--- config.mk ---
export PLATFORM = sky130hd
export DESIGN_NAME = clz_pipeline_unit
export DESIGN_NICKNAME = d
export VERILOG_FILES = /design/src/rtl/clz_pipeline_unit.sv
export SDC_FILE = /design/constraint.sdc
export NUM_CORES = 1
export LEC_CHECK = 0
export CAP_MARGIN = 5
export CORE_ASPECT_RATIO = 0.75
export CORE_UTILIZATION = 35
export CTS_CLUSTER_SIZE = 10
export DETAILED_ROUTE_END_ITERATION = 6
export SYNTH_ARGS = -nofsm -noshare
export SYNTH_HDL_FRONTEND = slang
export SYNTH_SLANG_ARGS = --single-unit
--- constraint.sdc ---
create_clock -name clk_i -period 4.22 [get_ports clk_i]
set_input_delay 0.422 -clock clk_i [delete_from_list [all_inputs] [get_ports clk_i]]
set_output_delay 0.422 -clock clk_i [all_outputs]
set_load 0.005 [all_outputs]
--- src/rtl/clz_pipeline_unit.sv ---
// Two-stage count-leading-zeros unit with a valid/ready handshake on both sides.
// S1 analyses each nibble, and S2 combines the per-nibble results into the final count.
module clz_pipeline_unit (
   input  logic        clk_i,
   input  logic        rst_i,
   input  logic [31:0] data_i,
   input  logic        valid_i,
   output logic        ready_o,
   output logic [5:0]  lz_count_o,
   output logic        is_zero_o,
   output logic        valid_o,
   input  logic        ready_i,
   input  logic        flush_i
);

   function automatic logic [1:0] nibble_lz(input logic [3:0] n);
      logic [1:0] r;
      casez (n)
         4'b1???: r = 2'd0;
         4'b01??: r = 2'd1;
         4'b001?: r = 2'd2;
         default: r = 2'd3;
      endcase
      return r;
   endfunction

   // The result is the number of all-zero nibbles before the first non-zero nibble, counted from bit 0.
   function automatic logic [2:0] boundary_idx(input logic [7:0] nz);
      logic [2:0] r;
      casez (nz)
         8'b???????0: r = 3'd0;
         8'b??????01: r = 3'd1;
         8'b?????011: r = 3'd2;
         8'b????0111: r = 3'd3;
         8'b???01111: r = 3'd4;
         8'b??011111: r = 3'd5;
         8'b?0111111: r = 3'd6;
         8'b01111111: r = 3'd7;
         default:     r = 3'd0;
      endcase
      return r;
   endfunction

   logic            s1_valid_r;
   logic [7:0]      s1_nz_r;
   logic [7:0][1:0] s1_loc_r;
   logic            s2_valid_r;
   logic [5:0]      lz_count_r;
   logic            is_zero_r;

   logic            s2_adv_s;
   logic            s1_adv_s;
   logic            in_xfer_s;
   logic [7:0]      nz_s;
   logic [7:0][1:0] loc_s;
   logic [2:0]      k_s;
   logic            all_zero_s;
   logic [5:0]      lz_next_s;

   assign s2_adv_s  = !s2_valid_r || ready_i;
   assign s1_adv_s  = !s1_valid_r || s2_adv_s;
   assign ready_o   = !rst_i && !flush_i && s1_adv_s;
   assign in_xfer_s = valid_i && ready_o;

   assign valid_o    = s2_valid_r;
   assign lz_count_o = lz_count_r;
   assign is_zero_o  = is_zero_r;

   // Per-nibble zero flag and local leading-zero count of the incoming operand.
   always_comb begin
      nz_s  = 8'h00;
      loc_s = 16'h0000;
      for (int i = 0; i < 8; i++) begin
         nz_s[i]  = (data_i[31-4*i -: 4] == 4'b0000);
         loc_s[i] = nibble_lz(data_i[31-4*i -: 4]);
      end
   end

   // Combine the nibble results; an all-zero operand saturates at 32.
   always_comb begin
      k_s        = boundary_idx(s1_nz_r);
      all_zero_s = (s1_nz_r == 8'hFF);
      if (all_zero_s) begin
         lz_next_s = 6'd32;
      end else begin
         lz_next_s = {1'b0, k_s, s1_loc_r[k_s]};
      end
   end

   // Stage 1 registers: loaded only by an accepted operand, held while blocked.
   always_ff @(posedge clk_i) begin
      if (rst_i) begin
         s1_valid_r <= 1'b0;
         s1_nz_r    <= 8'h00;
         s1_loc_r   <= 16'h0000;
      end else if (flush_i) begin
         s1_valid_r <= 1'b0;
      end else if (s1_adv_s) begin
         s1_valid_r <= in_xfer_s;
         if (in_xfer_s) begin
            s1_nz_r  <= nz_s;
            s1_loc_r <= loc_s;
         end
      end
   end

   // Stage 2 registers drive the outputs directly, so they stay stable under backpressure.
   always_ff @(posedge clk_i) begin
      if (rst_i) begin
         s2_valid_r <= 1'b0;
         lz_count_r <= 6'd0;
         is_zero_r  <= 1'b0;
      end else if (flush_i) begin
         s2_valid_r <= 1'b0;
      end else if (s2_adv_s) begin
         s2_valid_r <= s1_valid_r;
         if (s1_valid_r) begin
            lz_count_r <= lz_next_s;
            is_zero_r  <= all_zero_s;
         end
      end
   end

endmodule
==> flow_metrics.py <==
metrics = {
    "sta": {
        "fin_worst_skew_ns": 0.004438,
        "max_freq_ghz": 0.4380,
        "final.setup.tns_ns": 0,
        "finalCriticalPeriod_ns": 2.283,
        "post-route-period-util_pct": 54.11,
        "slew-limit-headroom_pct": 59.42,
        "worst_pin_slew_ns": 0.6074,
        "drv_slew": 0,
        "holdWs_ns": 0.4702,
        "rsz0062_at_grt": "no",
        "finalSetupViolCount": 0,
        "finalHoldViolCount": 0,
    },
    "die": {
        "core-area_mm2": 0.004154,
        "chipHeight_um": 59.66,
        "io_pins": 46,
        "floorplan.initialDensity_pct": 37.35,
        "die_x_um": 78.88,
        "die_area_mm2": 0.004706,
        "row_count": 20,
    },
    "global_routing": {
        "grt_pass1_wl_mm": 5.844,
        "grt_pass1_vias": 1324,
        "grt_max_degree": 49,
        "antenna_found_initial": 0,
        "grt_util_all_layers_pct": 16.18,
        "grt.overflow.total": 0,
    },
    "drt": {
        "vias": 1438,
        "drt_iter0_drc": 91,
        "dr.pass1.iters": 6,
        "routed_wl_mm": 3.410,
        "avgRoutedWirePerCell_um": 12.05,
        "ant_nets": 0,
        "viasPerCell": 5.081,
        "route.detailed.drc": 0,
    },
    "clock_network": {
        "cts_tree": "yes",
        "clock-sinks": 32,
        "cts_hold_buffers": 0,
        "htreeDepth": 2,
        "cts_resized": 0,
        "root_buffer": "clkbuf_8",
        "clkTransAtPathRegs_ns": 0.06,
        "cts_buffers": 5,
        "clockBufferDepth": 2,
        "insertion_delay_ns": 0.28,
        "post_cts_buffers": 0,
    },
    "logic_synthesis": {
        "yosys_register_bits": 32,
        "synth_area_per_cell_um2": 8.341,
        "synth_compound_area_share_pct": 17.26,
        "synth-simple-area-share_pct": 31.29,
        "synth_cell_types": 34,
        "syn_nets": 223,
        "synth_enable_flop_cells": 0,
        "ys_seq_area_share_pct": 41.29,
        "synthFlopType": "dfxtp_1",
        "synth-async-reset-ratio_pct": 0,
        "synth_top_family_by_area": "simple AND/OR/NAND/NOR gates",
        "syn_inst": 186,
        "synth_xor_area_share_pct": 0,
        "synthAdderAreaFrac_pct": 0,
        "synth.area.mux_share_pct": 5.323,
        "synth_warnings": 0,
        "netlist_area_mm2": 0.001551,
    },
    "critical_path": {
        "end_kind": "primary output",
        "path_common_cell": "clkdlybuf4s50_1",
        "cpMaxStageDelayCell": "clkdlybuf4s50_1",
        "path_delay_family": "buffers and inverters",
        "path_class": "in -> out",
        "slowest_delay_ns": 0.53,
        "start_kind": "input pin",
        "path_buf_inv": 3,
        "critPathArrivalTime_ns": 1.86,
        "crit_fanout": 34,
        "crit_chain": "clkdlybuf4s50_1, buf_4, a211oi_2, clkdlybuf4s50_1",
        "critical_path_required_ns": 3.80,
    },
    "final_layout": {
        "fin_cells": 283,
        "diodes": 0,
        "mostFrequentLayoutCell": "clkdlybuf4s50_1",
        "syn2layout_area_growth_pct": 34.84,
        "postLayoutCellArea_mm2": 0.002092,
        "drive_above_1_share_pct": 7.456,
        "nNetsFinal": 265,
        "layout_common_cells": "clkdlybuf4s50_1, nor2_1, dfxtp_1, a21oi_1, nor3_1",
    },
    "power": {
        "intPower_mw": 0.4609,
        "p_per_area_mw_per_mm2": 282.7,
        "clockPowerShare_pct": 35.6,
        "power_leakage_nw": 0.7349,
        "ir_worst_vdd_mv": 0.1453,
        "swShare_pct": 22.06,
        "seq_power_share_pct": 52.6,
        "combPwrFrac_pct": 11.8,
        "switchingPower_mw": 0.1305,
    },
    "run_status": {
        "status": "finished, final reports clean",
    },
    "placement": {
        "dpl_cell_area_mm2": 0.002014,
        "place_inst": 276,
        "place.detailed.hpwl_mm": 2.560,
        "gp_congestion": 0.8550,
        "portBuffers": 45,
    },
    "min_path": {
        "hold_path_class": "reg -> reg",
    },
    "run": {
        "cap_violations": 0,
    },
}
cell type report:
class | instances | area (um2)
Clock buffer | 6 | 72.57
Clock inverter | 1 | 5.005
Fill cell | 416 | 2062
Inverter | 1 | 3.754
Multi-Input combinational cell | 141 | 835.8
Sequential cell | 32 | 640.6
Tap cell | 55 | 68.82
Timing Repair Buffer | 47 | 465.4
routing by layer:
| layer | track usage, % | part of all wire (%) | vias to the layer above |
|---|---|---|---|
| li1 | - | - | 745 |
| met1 | 21.63 | 50 | 645 |
| met2 | 24.10 | 43 | 44 |
| met3 | 4.885 | 5.9 | 4 |
| met4 | 7.532 | 0.73 | 0 |
| met5 | 0 | 0 | - |
flip-flops by register name (all words and copies together), names as in the netlist:
| signal | cells |
|---|---|
| lz_count_o | 6 |
| s1_valid_r | 1 |
| s1_nz_r | 8 |
| valid_o | 1 |
| s1_loc_r | 16 |
cell families (layout without fill, tap and decap cells):
group                  after synthesis  in the layout
DFF                                 32             32
and+or+nand+nor                     92             92
AOI/OAI and AO/OA                   41             41
buffers and inverters               13             55
muxes                                8              8
tightest hold or removal path, cell delays in order (launching register included):
cell	delay, ns
dfxtp_1	0.31
nand2_1	0.05
a21oi_1	0.06
synth_stat cells (all sizes together), types with 5 or more instances:
cell,count,area (um2)
dfxtp,32,640.6
mux2i,6,60.06
buf,7,52.54
nor3,19,95.09
a21oi,28,140.1
nor2,39,162.7
clkbuf,5,18.77
nand2,9,33.78
or4,8,60.06
nor2b,9,63.81
worst paths after layout:
kind	start	to	slack [ns]	cells past startpoint
max reg2reg	s1_nz_r[0]$_SDFFE_PP0P_	lz_count_o[1]$_SDFFE_PP0P_	2.52	6
max	rst_i	ready_o	1.94	4
min	lz_count_o[4]$_SDFFE_PP0P_	lz_count_o[4]$_SDFFE_PP0P_	0.47	2
min reg2reg	lz_count_o[4]$_SDFFE_PP0P_	lz_count_o[4]$_SDFFE_PP0P_	0.47	2
power by group through the flow:
stage / clock, mW / sequential, mW / combinational [mW]
after global placement: 0 / 0.317 / 0.0688
final: 0.211 / 0.311 / 0.0698
after floorplan: 0 / 0.316 / 0.0281
after global routing: 0.234 / 0.311 / 0.0771
after CTS: 0.221 / 0.311 / 0.0707
after detailed placement: 0 / 0.317 / 0.0702
through the flow:
step	power [mW]	util [%]	worst slack (ns)
2_1_floorplan	0.3444	-	2.702
3_3_place_gp	0.3859	48.49	1.938
3_5_place_dp	0.3876	48.49	1.910
4_1_cts	0.6019	50.36	1.908
5_1_grt	0.6223	50.36	1.864
6_report	0.5914	50.36	1.937
Power figures use the tool's default switching activity.
==> RTL edit 1 (same flow settings) <==
Reset style: asynchronous (`rst_i`), changed in 2 clocked blocks.
--- a/src/rtl/clz_pipeline_unit.sv
+++ b/src/rtl/clz_pipeline_unit.sv
@@ -88,7 +88,7 @@
    end
 
    // Stage 1 registers: loaded only by an accepted operand, held while blocked.
-   always_ff @(posedge clk_i) begin
+   always_ff @(posedge clk_i or posedge rst_i) begin
       if (rst_i) begin
          s1_valid_r <= 1'b0;
          s1_nz_r    <= 8'h00;
@@ -105,7 +105,7 @@
    end
 
    // Stage 2 registers drive the outputs directly, so they stay stable under backpressure.
-   always_ff @(posedge clk_i) begin
+   always_ff @(posedge clk_i or posedge rst_i) begin
       if (rst_i) begin
          s2_valid_r <= 1'b0;
          lz_count_r <= 6'd0;
Formal check against the unedited RTL: differs if rst_i is asserted again (counterexample within 4 cycles, from zero or initial values and one cycle with rst_i high); with rst_i held inactive, the same outputs for 10 cycles.
==> RTL edit 1 against the original RTL <==
  * Area after synthesis grew 11%
  * Total power increased by 22%
  * Setup slack improved by 0.053 ns
  * Combinational power up 73%
  * Design area up 9.4%
  * Die area up 11%
  * Routed wire length rose by 16%
  * Register-to-register slack worse by 0.13 ns
  * Sequential cell count unchanged
==> RTL edit 1: results (changes against the original RTL) <==
status -> complete, no violations
nets -> 261 (-1.5%)
clk_skew -> 0.003782 ns (-0.0006563 ns)
Placer Congestion -> 0.9733 (+14%)
hold_sp -> lz_count_o[4]$_DFFE_PP0P_
YS warnings -> 0 (unchanged)
Reg-to-Reg Start -> valid_o$_DFFE_PP0P_
layout cells sized above 1 -> 0.07111 (-0.003450)
Worst EP arrival -> 1.81 ns (-0.05 ns)
GRT Overall Usage -> 0.1599 (-0.001987)
Starting DRT DRC Count -> 88 (-3.3%)
Syn Area/Cell -> 9.487 sq um (+14%)
sequential area share after synthesis -> 0.4638 (+0.05086)
Worst Tran Pin Value -> 0.8041 ns (+0.1966 ns)
async set-or-reset flop fraction in the synthesized netlist -> 1.000 (+1.000)
first-pass GRT wire length -> 6665 um (+14%)
Post-DP HPWL -> 2985 um (+17%)
most common cell in the netlist -> nand2_1
syn nets -> 219 (-1.8%)
vias in the first global route -> 1435 (+8.4%)
Via density -> 5.379 (+5.9%)
largest net degree at the start of global routing -> 50 (+2.0%)
hold path endpoint -> lz_count_o[4]$_DFFE_PP0P_
Post-synth top cells -> nand2_1, dfrtp_1, o31ai_1
Worst R2R Setup Slack -> 2.39 ns (-0.13 ns)
via count -> 1517 (+5.5%)
Leakage -> 0.9321 nW (+27%)
crit path max fanout -> 3 (-91%)
synth top area cells -> dfrtp_1, nand2_1, o31ai_1
Pre-Repair DR Iteration Count -> 4 (-2)
worst r2r path cells -> 4 (-2)
Worst R2R End -> s1_loc_r[8]$_DFFE_PP0P_
Fillers -> 402 (-3.4%)
post-synthesis cell type count -> 38 (+12%)
maximum VDD drop -> 0.1663 mV (+14%)
final WL -> 3940 um (+16%)
Cells after DPL -> 273 (-1.1%)
## RTL edit 1: cell types whose count changed after synthesis, moves of 9 or more
cell | before | now
nor3_1 | 19 | 1
o31ai_1 | 0 | 17
dfxtp_1 | 32 | 0
nor2_1 | 38 | 3
a21oi_1 | 28 | 4
o21ai_0 | 0 | 9
nand2_1 | 9 | 36
dfrtp_1 | 0 | 32
nand3_1 | 0 | 9
## RTL edit 1: logic make-up after synthesis
group	after synthesis	synth area share
AO/OA/AOI/OAI	50	0.2159
buffers and inverters	13	0.04854
flip-flops	32	0.4638
multiplexers	2	0.01159
AND/OR/NAND/NOR	85	0.2601
## RTL edit 1: final cells by class
| cell class | count | area (sq um) | area share |
|---|---|---|---|
| Multi-Input combinational cell | 137 | 842.1 | 0.3678 |
| Tap cell | 57 | 71.32 | 0.03115 |
| Inverter | 2 | 7.507 | 0.003279 |
| Clock buffer | 8 | 90.09 | 0.03934 |
| Sequential cell | 32 | 800.8 | 0.3497 |
| Timing Repair Buffer | 46 | 478.0 | 0.2087 |
## RTL edit 1: metrics by stage
step | util | area (sq um) | power (mW) | hold WS (ns)
floorplan | - | 1727 | 0.4237 | 0.4468
global placement | 0.4724 | 2172 | 0.4837 | 0.4606
detailed placement | 0.4724 | 2172 | 0.4913 | 0.4666
CTS | 0.4920 | 2262 | 0.7258 | 0.4817
global route | 0.4980 | 2290 | 0.7682 | 0.4917
finish | 0.4980 | 2290 | 0.7222 | 0.4737
## RTL edit 1: worst max-delay path: stages
cell and delay (ns):
clkdlybuf4s50_1 0.52, nor2b_4 0.07, a211oi_4 0.26, clkdlybuf4s50_1 0.53
## RTL edit 1: metal layers
metal	up-vias	share of wire	GRT usage
met5	-	0	0
met4	0	0.0094	0.05819
met3	4	0.075	0.04491
met2	67	0.44	0.2418
met1	686	0.48	0.2182
li1	760	-	-
## RTL edit 1: worst max path at each step
stage                        start                       end  slack, ns  cells past startpoint
2_1_floorplan  valid_o$_DFFE_PP0P_  s1_loc_r[10]$_DFFE_PP0P_       2.85                      7
3_3_place_gp               ready_i   s1_loc_r[4]$_DFFE_PP0P_       1.99                      5
3_5_place_dp               ready_i   s1_loc_r[0]$_DFFE_PP0P_       1.86                      5
4_1_cts                    ready_i                   ready_o       1.99                      4
5_1_grt                    ready_i                   ready_o       1.95                      4
6_report                   ready_i                   ready_o       1.99                      4
## RTL edit 1: where the power goes
part	leakage, nW	switching [mW]	internal [mW]	total [mW]
registers	0.427	0.0285	0.338	0.367
clock network	0.0455	0.102	0.133	0.234
logic	0.460	0.0497	0.0712	0.121
==> RTL edit 2 (same settings) <==
Without the edit above. Register the output `lz_count_o` once more, with the module's reset; this adds one clock of latency there. The other outputs are not delayed to match.
--- a/src/rtl/clz_pipeline_unit.sv
+++ b/src/rtl/clz_pipeline_unit.sv
@@ -63,7 +63,13 @@
    assign in_xfer_s = valid_i && ready_o;
 
    assign valid_o    = s2_valid_r;
-   assign lz_count_o = lz_count_r;
+   always_ff @(posedge clk_i) begin
+      if (rst_i) begin
+         lz_count_o <= '0;
+      end else begin
+         lz_count_o <= lz_count_r;
+      end
+   end
    assign is_zero_o  = is_zero_r;
 
    // Per-nibble zero flag and local leading-zero count of the incoming operand.
Check against the original RTL: not equivalent (a bounded check fails within 4 cycles, from zero or initial values and one cycle with rst_i high).
==> RTL edit 2 against the original RTL <==
  * Sequential share of layout area up 2.0 points
  * Core utilization increased by 0.31 points
  * Design area grew 11%
  * Total power up 26%
  * Count of clock-buffer cells in the layout decreased by 1
  * Non-clock buffer count is the same
  * Routed wire length increased by 9.4%
  * Global-route usage fell by 1.3 points
  * Critical path depth unchanged
  * Sequential cell count is 6 higher
  * Cell count increased by 6.4%
  * Setup slack got worse by 0.044 ns
  * Area after synthesis grew 11%
  * Critical endpoint unchanged
  * Largest cell class unchanged
  * Largest power group unchanged
==> RTL edit 2: results (changes against the original RTL) <==
Clk Latency, worst-skew pair -> 0.29 ns
Post-CTS Resized -> 0 (unchanged)
Worst Tran Pin Value -> 0.4946 ns (-0.1128 ns)
Worst EP arrival -> 1.91 ns (+0.05 ns)
CTS max path bufs -> 2 (unchanged)
synth top area cells -> dfxtp_1, mux2i_1, a21oi_1
vias in the first global route -> 1282 (-3.2%)
maximum VDD drop -> 0.1884 mV (+30%)
count of input and output buffers -> 45 (unchanged)
initial antenna violation count -> 0 (unchanged)
Placer Congestion -> 0.8028 (-6.1%)
Post-synth top cells -> dfxtp_1, nand2_1, a21oi_1
final WL -> 3731 um (+9.4%)
post-synthesis cell type count -> 40 (+18%)
CTS root buf -> clkbuf_8
YS warnings -> 0 (unchanged)
Setup crit start -> rst_i
met2 WL post-DR -> 1457 um (-1.7%)
via count -> 1522 (+5.8%)
clk_skew -> 0.003616 ns (-0.0008214 ns)
first-pass GRT wire length -> 6175 um (+5.7%)
WS Path Type -> primary input to output port
crit path max fanout -> 40 (+18%)
largest net degree at the start of global routing -> 41 (-16%)
met3 WL -> 270 um (+34%)
status -> complete, no violations
nets -> 280 (+5.7%)
GRT Overall Usage -> 0.1486 (-0.01320)
hold_sp -> s1_loc_r[8]$_SDFFE_PP0P_
f_max -> 429.6 MHz (-1.9%)
layout cells sized above 1 -> 0.06557 (-0.008988)
Top Metal Used -> met4
CTS H-tree lvls -> 2 (unchanged)
cts bufs inserted -> 5 (unchanged)
Regs by FF count -> s1_loc_r x16, s1_nz_r x8
Pre-Repair DR Iteration Count -> 4 (-2)
wl on met1 -> 1944 um (+14%)
async set-or-reset flop fraction in the synthesized netlist -> 0 (unchanged)
Reg-to-Reg Start -> s1_nz_r[4]$_SDFFE_PP0P_
syn nets -> 236 (+5.8%)
HP Class -> flop to flop
clk slew on worst S/H paths -> 0.07 ns
Fillers -> 449 (+7.9%)
diode count -> 0 (unchanged)
critical path's largest stage delay -> 0.54 ns
Post-DP HPWL -> 2625 um (+2.5%)
Starting DRT DRC Count -> 42 (-54%)
Leakage -> 0.8537 nW (+16%)
slowest CP cell -> clkdlybuf4s50_1
post-CTS setup repair buffer count -> 0 (unchanged)
sequential area share after synthesis -> 0.4403 (+0.02736)
Largest register FFs -> 16 (unchanged)
## RTL edit 2: cell types whose count changed in the layout (fill, tap and decap cells not counted), sizes merged, moves of 8 or more
cell / before / now
or3: 0 / 9
inv: 1 / 13
nand2: 9 / 26
nor4: 1 / 9
a211o: 0 / 8
nor2: 39 / 12
or4: 8 / 0
nor3: 19 / 4
## RTL edit 2: report_power, final
group	switching (mW)	internal (mW)	total, mW
clock network	0.133	0.174	0.306
registers	0.00341	0.364	0.367
logic	0.0279	0.0418	0.0697
total	0.164	0.579	0.743
## RTL edit 2: routing by layer
layer | up-vias | track usage
met5 | - | 0
met4 | 0 | 0.06466
met3 | 8 | 0.04359
met2 | 48 | 0.2018
met1 | 661 | 0.2144
li1 | 805 | -
## RTL edit 2: critical path: cells and delay by family
family                 cells  cell delay, ns
AO/OA/AOI/OAI              1            0.28
buffers and inverters      3            1.20
## RTL edit 2: logic make-up (layout without fill, tap and decap cells)
| group | after synthesis | in the layout | share of synthesized area |
|---|---|---|---|
| and+or+nand+nor | 78 | 78 | 0.2375 |
| AOI/OAI and AO/OA | 47 | 47 | 0.1926 |
| DFF | 38 | 38 | 0.4403 |
| buffers and inverters | 23 | 68 | 0.05357 |
| muxes | 13 | 13 | 0.07603 |
## RTL edit 2: final cells by class
type | count | area share
multi-input combinational | 138 | 0.3754
sequential | 38 | 0.3265
timing repair buffer | 47 | 0.1998
tap | 57 | 0.03061
clock buffer | 5 | 0.02954
inverter | 13 | 0.02095
clock inverter | 3 | 0.01719
## RTL edit 2: path summary, 6_finish.rpt
path	endpoint	slack, ns	depth (start not counted)
max	ready_o	1.89	4
min	s1_loc_r[8]$_SDFFE_PP0P_	0.45	2
max reg2reg	lz_count_r[0]$_SDFFE_PP0P_	2.41	5
min reg2reg	s1_loc_r[8]$_SDFFE_PP0P_	0.45	2
## RTL edit 2: per-stage QoR
step,area [sq um],setup WS [ns],hold WS (ns),power (mW),instances
after floorplan,1728,2.608,0.4275,0.3992,199
after global placement,2221,1.915,0.4402,0.4453,293
after detailed placement,2221,1.917,0.4456,0.4454,293
after CTS,2330,1.891,0.4564,0.7469,301
after global routing,2330,1.816,0.4710,0.7706,301
final,2330,1.892,0.4511,0.7431,301
